## config.mk

```make
export PLATFORM = sky130hd
export DESIGN_NAME = hex_scan_scheduler
export DESIGN_NICKNAME = d
export VERILOG_FILES = /design/src/rtl/hex_scan_scheduler.sv
export SDC_FILE = /design/constraint.sdc
export NUM_CORES = 1
export LEC_CHECK = 0
export BUFFER_PORTS_ARGS = -buffer_cell sky130_fd_sc_hd__buf_2
export CORE_UTILIZATION = 25
export DETAILED_ROUTE_END_ITERATION = 10
export SETUP_SLACK_MARGIN = 0.1
export SLEW_MARGIN = 10
export SYNTH_ARGS = -nofsm -noshare
export SYNTH_HDL_FRONTEND = slang
export SYNTH_SLANG_ARGS = --single-unit
export TNS_END_PERCENT = 10
```

## constraint.sdc

```tcl
create_clock -name clk -period 2.9 [get_ports clk]
set_input_delay 0.29 -clock clk [delete_from_list [all_inputs] [get_ports clk]]
set_output_delay 0.29 -clock clk [all_outputs]
set_load 0.02 [all_outputs]
```

## src/rtl/hex_scan_scheduler.sv

```systemverilog
// Time-multiplexes one hex_decoder across NUM_DIGITS seven-segment digit registers.
// Optional HEX_BLINK_EN adds a per-digit blink mask applied after the digit registers.

module hex_decoder (
  input  logic [3:0] nib,
  output logic [6:0] seg
);
  // active-low, segment g is the MSB
  always_comb begin
    seg = 7'b111_1111;
    unique case (nib)
      4'h0: seg = 7'b100_0000;
      4'h1: seg = 7'b111_1001;
      4'h2: seg = 7'b010_0100;
      4'h3: seg = 7'b011_0000;
      4'h4: seg = 7'b001_1001;
      4'h5: seg = 7'b001_0010;
      4'h6: seg = 7'b000_0010;
      4'h7: seg = 7'b111_1000;
      4'h8: seg = 7'b000_0000;
      4'h9: seg = 7'b001_0000;
      4'hA: seg = 7'b000_1000;
      4'hB: seg = 7'b000_0011;
      4'hC: seg = 7'b100_0110;
      4'hD: seg = 7'b010_0001;
      4'hE: seg = 7'b000_0110;
      4'hF: seg = 7'b000_1110;
    endcase
  end
endmodule

module hex_digit_reg (
  input  logic       clk,
  input  logic       rst_n,
  input  logic       we,
  input  logic [6:0] d,
  output logic [6:0] q
);
  always_ff @(posedge clk or negedge rst_n) begin
    if (!rst_n)  q <= 7'b111_1111;
    else if (we) q <= d;
  end
endmodule

module hex_scan_scheduler #(
  parameter int NUM_DIGITS = 6,
  parameter int UPDATE_DIV = 4,
  parameter int BLINK_HALF = 25000000
) (
  input  logic                    clk,
  input  logic                    rst_n,
  input  logic                    load_valid,
  output logic                    load_ready,
  input  logic [4*NUM_DIGITS-1:0] load_value,
  input  logic [NUM_DIGITS-1:0]   blank_mask,
`ifdef HEX_BLINK_EN
  input  logic [NUM_DIGITS-1:0]   blink_mask,
`endif
  output logic                    busy,
  output logic                    done,
  output logic [7*NUM_DIGITS-1:0] hex_flat
);
  localparam int CW = (UPDATE_DIV > 1) ? $clog2(UPDATE_DIV) : 1;
  localparam int IW = (NUM_DIGITS > 1) ? $clog2(NUM_DIGITS) : 1;

  if (NUM_DIGITS < 1 || NUM_DIGITS > 8 || UPDATE_DIV < 1 || BLINK_HALF < 1) begin : g_bad_param
    $error("hex_scan_scheduler: illegal parameter value");
  end

  typedef enum logic {IDLE, SCAN} state_t;

  state_t                        state_q, state_d;
  logic [CW-1:0]                 cnt_q;
  logic [IW-1:0]                 idx_q;
  logic [NUM_DIGITS-1:0][3:0]    shadow_val;
  logic [NUM_DIGITS-1:0]         shadow_blank;
  logic [NUM_DIGITS-1:0][6:0]    digit_q;
  logic [NUM_DIGITS-1:0]         digit_we;
  logic [6:0]                    dec_seg, wr_seg;
  logic                          accept, slot_end, last_slot;

  assign accept    = (state_q == IDLE) && load_valid;
  assign slot_end  = (state_q == SCAN) && (cnt_q == CW'(UPDATE_DIV - 1));
  assign last_slot = slot_end && (idx_q == IW'(NUM_DIGITS - 1));

  always_comb begin
    state_d    = state_q;
    load_ready = 1'b0;
    busy       = 1'b0;
    unique case (state_q)
      IDLE: begin
        load_ready = 1'b1;
        if (load_valid) state_d = SCAN;
      end
      SCAN: begin
        busy = 1'b1;
        if (last_slot) state_d = IDLE;
      end
    endcase
  end

  always_ff @(posedge clk or negedge rst_n) begin
    if (!rst_n) begin
      state_q      <= IDLE;
      cnt_q        <= '0;
      idx_q        <= '0;
      shadow_val   <= '0;
      shadow_blank <= '0;
      done         <= 1'b0;
    end else begin
      state_q <= state_d;
      done    <= last_slot;
      if (accept) begin
        shadow_val   <= load_value;
        shadow_blank <= blank_mask;
        cnt_q        <= '0;
        idx_q        <= '0;
      end else if (slot_end) begin
        cnt_q <= '0;
        idx_q <= idx_q + 1'b1;
      end else if (state_q == SCAN) begin
        cnt_q <= cnt_q + 1'b1;
      end
    end
  end

  hex_decoder u_dec (.nib(shadow_val[idx_q]), .seg(dec_seg));

  assign wr_seg = shadow_blank[idx_q] ? 7'b111_1111 : dec_seg;

  for (genvar k = 0; k < NUM_DIGITS; k++) begin : g_digit
    assign digit_we[k] = slot_end && (idx_q == IW'(k));
    hex_digit_reg u_reg (
      .clk(clk), .rst_n(rst_n), .we(digit_we[k]), .d(wr_seg), .q(digit_q[k])
    );
  end

`ifdef HEX_BLINK_EN
  localparam int BW = (BLINK_HALF > 1) ? $clog2(BLINK_HALF) : 1;
  logic [BW-1:0]         blink_cnt;
  logic                  phase;
  logic [NUM_DIGITS-1:0] shadow_blink;

  always_ff @(posedge clk or negedge rst_n) begin
    if (!rst_n) begin
      blink_cnt    <= '0;
      phase        <= 1'b0;
      shadow_blink <= '0;
    end else begin
      if (accept) shadow_blink <= blink_mask;
      if (blink_cnt == BW'(BLINK_HALF - 1)) begin
        blink_cnt <= '0;
        phase     <= ~phase;
      end else begin
        blink_cnt <= blink_cnt + 1'b1;
      end
    end
  end

  for (genvar k = 0; k < NUM_DIGITS; k++) begin : g_blink
    assign hex_flat[7*k +: 7] = (phase && shadow_blink[k]) ? 7'b111_1111 : digit_q[k];
  end
`else
  assign hex_flat = digit_q;
`endif
endmodule

```

==> metrics.txt <==
Worst Skew 0.00661 ns; Clock H-tree levels 3; Hold Violations, Final 0; Worst Setup SP idx_q[1]$_DFFE_PN0P_; first-pass GRT wire length 15.0 mm; Site Rows 44; Psw 2.72 mW; gr usage total 0.125; die width 124 um; Yosys cell types 43; die span in y 124 um; Critical R2R Launch idx_q[1]$_DFFE_PN0P_; DRC violation count after routing 0; fin worst setup slack 0.290 ns; register area share after synthesis 0.541; Critical Path RT 3.15 ns; die area 15500 um2; adder-cell share of the synthesized area 0.0400; total gr overflow 0; mapped cell area 3750 um2; CP max FO 8; Place WS 0.307 ns; antenna diode count 0; most common cell after layout, fill and taps aside buf_2; RSZ-0062 raised after global routing no; worst skew pair latency 0.33 ns; clock buffer depth 2; switching share of total power 0.414; Max Fclk 383 MHz; MaxCap Viol Count 0; CTS tree built; initial antenna violation count 0; XOR/XNOR Fraction of Synth Area 0; DRT iter0 DRCs 154; crit start category flip-flop; Critical Path Sink Type flip-flop; synth top area cells dfstp_2, dfrtp_1, mux2_2, ha_1, nor2_1; TritonRoute pass-1 iters 5; effective utilization at floorplan 0.257; Wirelength per Cell 15.6 um; ys async rst share 1.00; post-CTS sizing 0; share of layout cells above drive strength 1 0.451; Worst EP arrival 2.86 ns; Area growth, synth to finish 25.0%; number of endpoints failing setup at the final stage 0; setup TNS 0 ns; fin crit period 2.61 ns; most frequent cells in the layout buf_2, dfstp_2, dfrtp_1, nor2_1, mux2_2; worst rel slew slack 0.407; count of flip-flops with a built-in enable after synthesis 0; YS warnings 0; port bufs 77; Simple-Gate Fraction of Synth Area 0.102; TritonCTS Sinks 79; Reg power frac 0.331; Top FF cell, synth dfstp_2; Tcrit/Tclk final 0.900; fin util 0.321; Clock Tree Root clkbuf_16; Detail Placement HPWL 7.05 mm; main combinational cell family by area after synthesis multiplexers; Min-Delay Path Class in2async; fin nets 450; Post-Synthesis Cells 325; Max Slew Vio Count 0; Worst-Margin Slew 0.890 ns; complex-gate fraction of the synthesized area 0.129; Internal 3.84 mW; reg2reg setup slack 0.29 ns; vias per inst 4.64; Syn Nets 370; RePlAce Congestion 0.894; Combinational Power Share 0.486; Yosys reg bits 79; CTS Hold Bufs 0; CTS Buf Count 9; post-synthesis average cell area 11.5 um2; Clk network pwr share 0.183; IO Count 78; Post-Route WL 9.27 mm; Peak supply drop 535 uV; vias in the first global route 2780; total power 6.56 mW; Crit Path Category reg2reg; PwrDens 1400 nW/um2; Worst-path clk slew 0.06 ns; post-synth top area share 0.294; Setup Fix Bufs, Post-CTS 0; Detail Route Antenna Nets 0; status finished clean; CORE AREA 14600 um2; Hold WS 0.0802 ns; multiplexer area fraction after synthesis 0.155; via count 2759; leading area contributor after synthesis dfstp_2; largest net degree at the start of global routing 43; Lkg Pwr 2.09 nW
[metal layers]
layer,global-route usage,vias to the layer above,part of all wire
li1,-,1327,-
met1,0.162,1342,0.45
met2,0.196,81,0.48
met3,0.0369,9,0.058
met4,0.0454,0,0.0088
met5,0,-,0
[flip-flops by register name, summed over array words and instances, names as in the netlist]
name / cells
done: 1
cnt_q: 2
shadow_val: 24
g_digit.u_reg.q: 42
state_q: 1
idx_q: 3
shadow_blank: 6
[path summary, 6_finish.rpt]
path                                                     end  depth (start not counted)
setup / recovery           g_digit[4].u_reg.q[3]$_DFFE_PN1P_                         10
hold / removal                                done$_DFF_PN0_                          1
setup reg to reg           g_digit[4].u_reg.q[3]$_DFFE_PN1P_                         10
hold reg to reg            g_digit[4].u_reg.q[4]$_DFFE_PN1P_                          2
max in group asynchronous  g_digit[4].u_reg.q[0]$_DFFE_PN1P_                          2
min in group clk                  shadow_val[13]$_DFFE_PN0P_                          2
[Yosys cell counts (all sizes together) (7+ instances only)]
| cell | instances |
|---|---|
| a21oi | 14 |
| a31oi | 15 |
| buf | 7 |
| clkbuf | 10 |
| dfrtp | 37 |
| dfstp | 42 |
| ha | 12 |
| inv | 8 |
| mux2 | 35 |
| mux2i | 13 |
| nand2 | 24 |
| nor2 | 35 |
| o21ai | 20 |
[power groups by stage]
stage	clock [mW]	sequential (mW)	combinational, mW
after CTS	1.24	2.19	3.21
after global routing	1.28	2.26	3.49
after global placement	0	2.18	3.13
final	1.20	2.17	3.19
after detailed placement	0	2.21	3.19
after floorplan	0	2.46	1.91
[final cells by class]
class / count / area (um2)
well taps: 184 / 230
fillers: 1505 / 9900
flip-flops and latches: 79 / 2030
multi-input cells: 220 / 1600
clock buffers: 13 / 282
clock inverters: 3 / 45.0
inverters: 9 / 33.8
repair buffers: 86 / 465
[per-stage QoR]
| stage | cells | area [um2] |
|---|---|---|
| floorplan | 325 | 3750 |
| global placement | 578 | 4360 |
| detailed placement | 578 | 4360 |
| CTS | 594 | 4690 |
| global route | 594 | 4690 |
| finish | 594 | 4690 |
[cells by family (layout without fill, tap and decap cells)]
logic type,Yosys count,after routing
and+or+nand+nor,85,85
AOI/OAI and AO/OA,73,73
DFF,79,79
muxes,50,50
buffers and inverters,26,111
adders and majority gates,12,12
[worst max-delay path, stage by stage (launching register included)]
cell and delay, ns:
dfrtp_1 0.60, mux2i_1 0.28, o22a_1 0.21, and2_1 0.22, inv_1 0.10, ha_1 0.18
inv_1 0.09, o211ai_1 0.10, a221oi_1 0.29, a211o_1 0.33, a21oi_1 0.12
Note: power is estimated with default switching activity, not from simulation.
